## config.mk

```make
export PLATFORM = sky130hd
export DESIGN_NAME = string_ctrl
export DESIGN_NICKNAME = d
export VERILOG_FILES = /design/src/rtl/string_ctrl.sv
export SDC_FILE = /design/constraint.sdc
export NUM_CORES = 1
export LEC_CHECK = 0
export CAP_MARGIN = 10
export CORE_MARGIN = 8
export CORE_UTILIZATION = 43
export CTS_CLUSTER_DIAMETER = 200
export DETAILED_ROUTE_END_ITERATION = 7
export PLACE_DENSITY = 0.8
export SYNTH_ARGS = -nofsm -noshare
export SYNTH_HDL_FRONTEND = slang
export SYNTH_SLANG_ARGS = --single-unit
```

## constraint.sdc

```tcl
create_clock -name clk -period 2.18 [get_ports clk]
set_input_delay 0.218 -clock clk [delete_from_list [all_inputs] [get_ports clk]]
set_output_delay 0.218 -clock clk [all_outputs]
set_load 0.02 [all_outputs]
```

## src/rtl/string_ctrl.sv

```systemverilog
// string_ctrl: arbitrates two requesters and streams framed characters into a shared recognizer.
// Optional STRING_CTRL_STATS_EN adds ok_cnt/bad_cnt frame statistics outputs.
module string_ctrl #(
    parameter logic [7:0] TERM    = 8'h3B,
    parameter int         MAX_LEN = 32
) (
    input  logic       clk,
    input  logic       clr,
    input  logic       req0_vld,
    input  logic [7:0] req0_char,
    input  logic       req1_vld,
    input  logic [7:0] req1_char,
    output logic       req0_rdy,
    output logic       req1_rdy,
    output logic       rec_clr,
    output logic       rec_en,
    output logic [7:0] rec_in,
    input  logic       rec_out,
    output logic       res_vld,
    output logic       res_id,
    output logic       res_ok,
    output logic       res_abort,
`ifdef STRING_CTRL_STATS_EN
    output logic [7:0] ok_cnt,
    output logic [7:0] bad_cnt,
`endif
    output logic       busy
);
    localparam int CW = $clog2(MAX_LEN + 1);

    typedef enum logic [1:0] {
        IDLE,
        STREAM,
        EVAL,
        REPORT
    } state_t;

    state_t        r_state;
    logic          r_owner;
    logic          r_last;
    logic [CW-1:0] r_cnt;
    logic          r_res_vld;
    logic          r_res_id;
    logic          r_res_ok;
    logic          r_res_abort;

    logic          w_stream;
    logic          w_vld;
    logic [7:0]    w_char;
    logic          w_is_term;
    logic          w_full;
    logic          w_grant;

    assign w_stream  = (r_state == STREAM) && !clr;
    assign w_vld     = r_owner ? req1_vld : req0_vld;
    assign w_char    = r_owner ? req1_char : req0_char;
    assign w_is_term = (w_char == TERM);
    assign w_full    = (r_cnt == CW'(MAX_LEN));
    // On a tie the side not granted last wins; otherwise the lone requester.
    assign w_grant   = (req0_vld && req1_vld) ? !r_last : req1_vld;

    assign req0_rdy  = w_stream && !r_owner;
    assign req1_rdy  = w_stream && r_owner;
    assign rec_clr   = clr || (r_state == IDLE);
    assign rec_en    = w_stream && w_vld && !w_is_term && !w_full;
    assign rec_in    = w_char;
    assign busy      = (r_state != IDLE);

    assign res_vld   = r_res_vld;
    assign res_id    = r_res_id;
    assign res_ok    = r_res_ok;
    assign res_abort = r_res_abort;

`ifdef STRING_CTRL_STATS_EN
    logic [7:0] r_ok_cnt;
    logic [7:0] r_bad_cnt;

    assign ok_cnt  = r_ok_cnt;
    assign bad_cnt = r_bad_cnt;

    always_ff @(posedge clk) begin
        if (clr) begin
            r_ok_cnt  <= 8'd0;
            r_bad_cnt <= 8'd0;
        end else if (r_state == REPORT) begin
            if (r_res_ok) r_ok_cnt <= r_ok_cnt + 8'd1;
            else          r_bad_cnt <= r_bad_cnt + 8'd1;
        end
    end
`endif

    always_ff @(posedge clk) begin
        if (clr) begin
            r_state     <= IDLE;
            r_owner     <= 1'b0;
            r_last      <= 1'b1;
            r_cnt       <= '0;
            r_res_vld   <= 1'b0;
            r_res_id    <= 1'b0;
            r_res_ok    <= 1'b0;
            r_res_abort <= 1'b0;
        end else begin
            r_res_vld <= 1'b0;
            unique case (r_state)
                IDLE: begin
                    if (req0_vld || req1_vld) begin
                        r_owner <= w_grant;
                        r_cnt   <= '0;
                        r_state <= STREAM;
                    end
                end
                STREAM: begin
                    if (!w_vld) begin
                        r_res_ok    <= 1'b0;
                        r_res_abort <= 1'b1;
                        r_res_id    <= r_owner;
                        r_res_vld   <= 1'b1;
                        r_state     <= REPORT;
                    end else if (w_is_term) begin
                        if (r_cnt == '0) begin
                            r_res_ok    <= 1'b0;
                            r_res_abort <= 1'b0;
                            r_res_id    <= r_owner;
                            r_res_vld   <= 1'b1;
                            r_state     <= REPORT;
                        end else begin
                            r_state <= EVAL;
                        end
                    end else if (w_full) begin
                        // Overflow char is swallowed so the requester is not stalled.
                        r_res_ok    <= 1'b0;
                        r_res_abort <= 1'b1;
                        r_res_id    <= r_owner;
                        r_res_vld   <= 1'b1;
                        r_state     <= REPORT;
                    end else begin
                        r_cnt <= r_cnt + 1'b1;
                    end
                end
                EVAL: begin
                    r_res_ok    <= rec_out;
                    r_res_abort <= 1'b0;
                    r_res_id    <= r_owner;
                    r_res_vld   <= 1'b1;
                    r_state     <= REPORT;
                end
                REPORT: begin
                    r_last  <= r_owner;
                    r_state <= IDLE;
                end
                default: r_state <= IDLE;
            endcase
        end
    end
endmodule

```

==> results.md, run 1 <==
- Sw frac: 0.4266
- Met2 WL: 1340 um
- Slew headroom: 0.7513
- Die Wd: 64.52 um
- Placement Cell Area: 1463 um^2
- I/O Buffers: 37
- Setup violations, final: 0
- WS Path Type: flop to flop
- PwrDens: 969.8 nW/um^2
- Post-CTS Hold Fix Bufs: 0
- Pre-antenna DRT Iters: 4
- Synth area leader: dfxtp_1
- Slew Viols, Final: 0
- Cell Area, Synth: 1012 um^2
- Slowest stage delay, CP: 590 ps
- Gr usage total: 0.1540
- M1 WL: 1267 um
- Vias/cell: 5.660
- CP Max Fanout: 5
- DP Cell Count: 190
- Final worst path period share: 0.9419
- Syn nets: 146
- CTS Buf Count: 3
- CP startpoint: r_state[0]
- Max layer used: met4
- Antenna violation net count after detailed routing: 0
- R2R Path Start: r_state[0]
- Distinct cell type count after synthesis: 36
- Sequential Power Share: 0.249
- Startpoint type of the worst setup path: flop
- Layout cell share with drive strength beyond 1: 0.1988
- Sequential share of the synthesized area: 0.2769
- Clock power frac: 0.128
- WP data required: 2380 ps
- Initial antenna violation count: 0
- Average wire per standard cell: 15.70 um
- Min Tclk post-route: 2053 ps
- Top cell type's share of synthesized area: 0.2769
- Worst-path clk slew: 90 ps
- I/O pins: 38
- Crit path top cell by count: inv_1
- Most frequent cells in the layout: clkdlybuf4s50_1, dfxtp_1, buf_4, nor2_1
- Area Overhead vs Synth: 50.06%
- Routed vias: 1098
- Status: finished clean
- Post-layout util: 0.6867
- Fin area: 1519 um^2
- Initial Util: 0.4576
- Combinational share of power: 0.623
- Commonest non-fill, non-tap cell in the layout: clkdlybuf4s50_1
- Mapped Avg Cell Area: 8.506 um^2
- Hold WC Path Type: flop to flop
- Grt total ovfl: 0
- Die height: 64.52 um
- Vias in the first global route: 1164
- Final nets: 194
- P_sw: 628.3 uW
- Final Skew: 2.768 ps
- R2R depth: 7
- WL final: 3045 um
- Leak: 0.6083 nW
- Global-route wire length before repair: 5333 um
- Clock tree sinks: 14
- Synth top area cells: dfxtp_1, mux2_2, ha_1
- Setup Fix Bufs, Post-CTS: 0
- Final Hold Fails: 0
- Setup Total Neg Slack: 0 ps
- HPWL after detailed placement: 2395 um
- Clock buffer depth: 2
- Final non-filler cell total: 194
- Site Rows: 17
- Critical Path Sink Type: flop
- HP Start: res_ok
- DRT iter0 DRCs: 69
- CORE AREA: 2212 um^2
- N_diodes: 0
- WL met3: 374 um
- Ys Warns: 0
- Post-Syn Instances: 119
- Slowest cell on crit path: or4b_2
- Largest net degree at the start of global routing: 14
- Internal power: 844.7 uW
- Drt drc: 0
- Max_cap viols: 0
- CTS tree: yes
- Gpl congestion: 0.9126
- Worst skew pair latency: 280 ps
- Root buffer cell: clkbuf_4
- RSZ-0062 raised after global routing: false
- Hold depth: 2
- Least-Margin Pin Slew: 370.0 ps
- Critical Path, Cell by Cell: inv_1 > ha_1 > inv_1 > nor3_1 > buf_4 > or4b_2 > o21ai_0
- Worst VDD drop: 667.8 uV
- Die area: 4163 um^2
- Achievable Freq: 0.4870 GHz
- Synth Register Bits: 14
- WP data arrival: 2250 ps
- H-tree lvl count: 1
==> routing by layer <==
metal  track usage  up-vias
met4       0.07902        0
met2        0.2273       55
met1        0.1831      503
met5             0        -
met3       0.07045        9
li1              -      531
==> cells in the mapped netlist <==
cell	n
dfxtp_1	14
nor2_1	11
mux2_2	8
o21ai_0	8
a21oi_1	7
inv_1	7
ha_1	6
mux2i_1	5
nand2_1	5
nand2b_1	5
nand4_1	4
a31oi_1	3
a41oi_1	3
buf_6	3
clkbuf_1	3
nor2b_1	3
nor3_1	3
and2_1	2
nand3_1	2
a211o_1	1
a211oi_1	1
a211oi_2	1
a221o_1	1
a22o_1	1
a32oi_1	1
and2_4	1
and3_1	1
nand3b_1	1
nand4b_1	1
nor4_1	1
nor4b_1	1
nor4b_2	1
nor4bb_1	1
o31a_1	1
or2_2	1
or4b_2	1
==> cell families (layout without fill, tap and decap cells) <==
logic type / count (synthesis) / count (layout) / share of synthesized area
buffers and inverters: 13 / 60 / 0.07046
muxes: 13 / 13 / 0.1384
adders and majority gates: 6 / 6 / 0.07416
DFF: 14 / 14 / 0.2769
AOI/OAI and AO/OA: 28 / 28 / 0.1830
and+or+nand+nor: 45 / 45 / 0.2571
==> state kept, by name (all words and copies together), names as in the netlist <==
name       count
r_cnt          6
r_state        2
r_last         1
r_owner        1
res_abort      1
res_id         1
res_ok         1
res_vld        1
==> per-stage QoR <==
| stage | setup WS, ps | total power [mW] | hold slack, ps |
|---|---|---|---|
| 3_5_place_dp | -78.57 | 1.245 | 463.9 |
| 2_1_floorplan | 244.3 | 0.9021 | 384.7 |
| 5_1_grt | 22.65 | 1.598 | 504.0 |
| 3_3_place_gp | 9.551 | 1.215 | 457.1 |
| 6_report | 126.6 | 1.473 | 479.3 |
| 4_1_cts | 36.66 | 1.450 | 483.6 |
==> critical path, delay by kind of cell (launching register included) <==
| kind | cells | cell delay (ps) |
|---|---|---|
| AO/OA/AOI/OAI | 1 | 210 |
| adder cells (fa/ha/maj) | 1 | 250 |
| buffers and inverters | 3 | 410 |
| flip-flops | 1 | 400 |
| AND/OR/NAND/NOR | 2 | 690 |
==> worst paths after layout <==
| check | end | slack [ps] |
|---|---|---|
| max | r_cnt[4] | 130 |
| min | res_ok | 480 |
| max reg2reg | r_cnt[4] | 130 |
| min reg2reg | res_ok | 480 |
==> layout make-up <==
| type | count | area [um^2] |
|---|---|---|
| fill | 184 | 693.2 |
| tap | 28 | 35.03 |
| multi-input combinational | 92 | 680.7 |
| inverter | 7 | 26.28 |
| clock buffer | 4 | 36.28 |
| sequential | 14 | 281.5 |
| timing repair buffer | 49 | 459.2 |
==> power groups by stage <==
stage               logic (mW)  registers [mW]  clock network, mW
floorplan                0.532           0.370                  0
global placement         0.850           0.365                  0
detailed placement       0.875           0.370                  0
CTS                      0.893           0.364              0.192
global route              1.01           0.377              0.215
finish                   0.918           0.366              0.189
==> what timing repair did <==
item,CTS,global route
pin swaps,0,1
gates resized for setup,3,7
setup endpoints to repair,5,11
No activity file was read; power rests on OpenSTA's default activity.
==> inputs of run 2 (changes only) <==
--- a/config.mk
+++ b/config.mk
@@ -7,5 +7,5 @@
 export LEC_CHECK = 0
 export CAP_MARGIN = 10
-export CORE_MARGIN = 8
+export CORE_MARGIN = 2
 export CORE_UTILIZATION = 43
 export CTS_CLUSTER_DIAMETER = 200
==> constraint.sdc (replaced) <==
create_clock -name clk -period 2.18 [get_ports clk]
set_input_delay 0.218 -clock clk [delete_from_list [all_inputs] [get_ports clk]]
set_output_delay 0.218 -clock clk [all_outputs]
set_load 0.1 [all_outputs]
==> results.md, run 2 (same netlist as run 1, synthesis figures left out) <==
- Vias/cell: 5.602
- Clock power frac: 0.098
- Global-route wire length before repair: 4581 um
- Largest net degree at the start of global routing: 16
- Number of flip-flops under the largest register name: 6
- Least-Margin Pin Slew: 389.7 ps
- Final worst path period share: 0.9360
- Slew headroom: 0.7397
- Most flop-heavy register: r_cnt
- Slowest cell on crit path: dfxtp_4
- Tot Pwr: 1.993 mW
- Final Skew: 4.986 ps
- Drt drc: 0
- Initial Util: 0.4576
- WP data required: 1960 ps
- Vias in the first global route: 1058
- Achievable Freq: 0.4901 GHz
- Root buffer cell: clkbuf_4
- Sw frac: 0.5274
- I/O Buffers: 37
- Hold_ws: 486.8 ps
- Die height: 52.52 um
- WP data arrival: 1820 ps
- WS Path Type: flop to output port
- Area Overhead vs Synth: 61.06%
- Hold depth: 2
- R2R depth: 5
- P_sw: 1.051 mW
- Setup Fix Bufs, Post-CTS: 0
- PwrDens: 1223 nW/um^2
- HPWL after detailed placement: 2234 um
- Gr usage total: 0.2249
- Crit path top cell by count: nand2_1
- Final nets: 191
- Site Rows: 17
- Worst skew pair latency: 290 ps
- Placement Cell Area: 1569 um^2
- RSZ-0062 raised after global routing: false
- Worst r2r dst: r_cnt[4]
- N_diodes: 0
- Slew Viols, Final: 0
- Antenna violation net count after detailed routing: 0
- Fillers: 174
- CTS tree: yes
- I/O pins: 38
- Max_cap viols: 0
- Combinational share of power: 0.714
- Clock buffer depth: 2
- Leak: 0.6435 nW
- HP Start: res_abort
- Commonest non-fill, non-tap cell in the layout: clkdlybuf4s50_1
- R2R Path Start: r_state[1]
- Startpoint type of the worst setup path: flop
- Hold WC Path Type: flop to flop
- Sequential Power Share: 0.188
- Min Tclk post-route: 2041 ps
- Internal power: 942.0 uW
- Status: finished clean
- Final Hold Fails: 0
- Fin area: 1630 um^2
- Post-CTS Hold Fix Bufs: 0
- R2R setup slack: 180 ps
- Initial antenna violation count: 0
- Critical Path Sink Type: output port
- Slowest stage delay, CP: 420 ps
- Average wire per standard cell: 14.58 um
- Post-layout util: 0.7370
- Pre-antenna DRT Iters: 4
- DRT iter0 DRCs: 21
- Grt total ovfl: 0
- Gpl congestion: 0.8626
- Largest regs: r_cnt (6), r_state (2)
- Die area: 2758 um^2
- Clock tree sinks: 14
- H-tree lvl count: 1
- Worst VDD drop: 1274 uV
- Die Wd: 52.52 um
- CTS Buf Count: 3
- Most frequent cells in the layout: clkdlybuf4s50_1, buf_12, buf_4, dfxtp_1, nor2_1
- CORE AREA: 2212 um^2
- Routed vias: 1070
- Layout cell share with drive strength beyond 1: 0.3006
- WL final: 2784 um
- Worst-path clk slew: 90 ps
- Setup violations, final: 0
- Hold EP: res_abort
- CP Max Fanout: 15
- Critical Path, Cell by Cell: nor4b_4 > nand2_1 > a22o_1 > buf_4 > nand2_1 > nor2_2 > buf_12
run 2: layout make-up:
| cell class | count | area, um^2 | area share |
|---|---|---|---|
| repair buffers | 46 | 558.0 | 0.3423 |
| multi-input cells | 92 | 686.9 | 0.4213 |
| well taps | 28 | 35.03 | 0.02149 |
| clock buffers | 4 | 36.28 | 0.02226 |
| flip-flops and latches | 14 | 284.0 | 0.1742 |
| inverters | 7 | 30.03 | 0.01842 |
run 2: timing repair:
action,CTS,global route
resized for setup,1,4
endpoints found under the setup margin,1,4
endpoints found under the hold margin,0,0
run 2: power groups by stage:
stage	clock network [mW]	registers, mW	logic (mW)
2_1_floorplan	0	0.462	0.871
3_3_place_gp	0	0.376	1.39
3_5_place_dp	0	0.377	1.41
4_1_cts	0.200	0.372	1.41
5_1_grt	0.218	0.384	1.50
6_report	0.195	0.375	1.42
run 2: worst max path at each step:
stage            startpoint         end  slack [ps]  cells after the start
6_report            r_owner      rec_en         140                      7
3_5_place_dp   req0_char[3]      res_id         -80                      7
4_1_cts            r_cnt[1]      res_id          60                      7
2_1_floorplan      r_cnt[0]      rec_en         -80                      6
3_3_place_gp   req0_char[3]  r_state[0]         100                      8
5_1_grt             r_owner      rec_en          10                      7
run 2: worst max-delay path: cells and delay by family, from the launching register on:
family                 cells  cell delay [ps]
and+or+nand+nor            4              500
DFF                        1              420
buffers and inverters      2              340
AOI/OAI and AO/OA          1              260
run 2: stage by stage:
step	setup WS (ps)	setup TNS (ps)	cells
after floorplan	-81.94	-97.06	119
after global placement	98.21	0	187
after detailed placement	-81.10	-152.2	187
after CTS	62.08	0	191
after global routing	10.46	0	191
final	139.4	0	191
run 2: layer usage:
metal,track usage,vias up,part of all wire
li1,-,521,-
met3,0.06286,7,0.070
met5,0,-,0
met4,0.1026,0,0.021
met2,0.3771,45,0.48
met1,0.2626,497,0.42
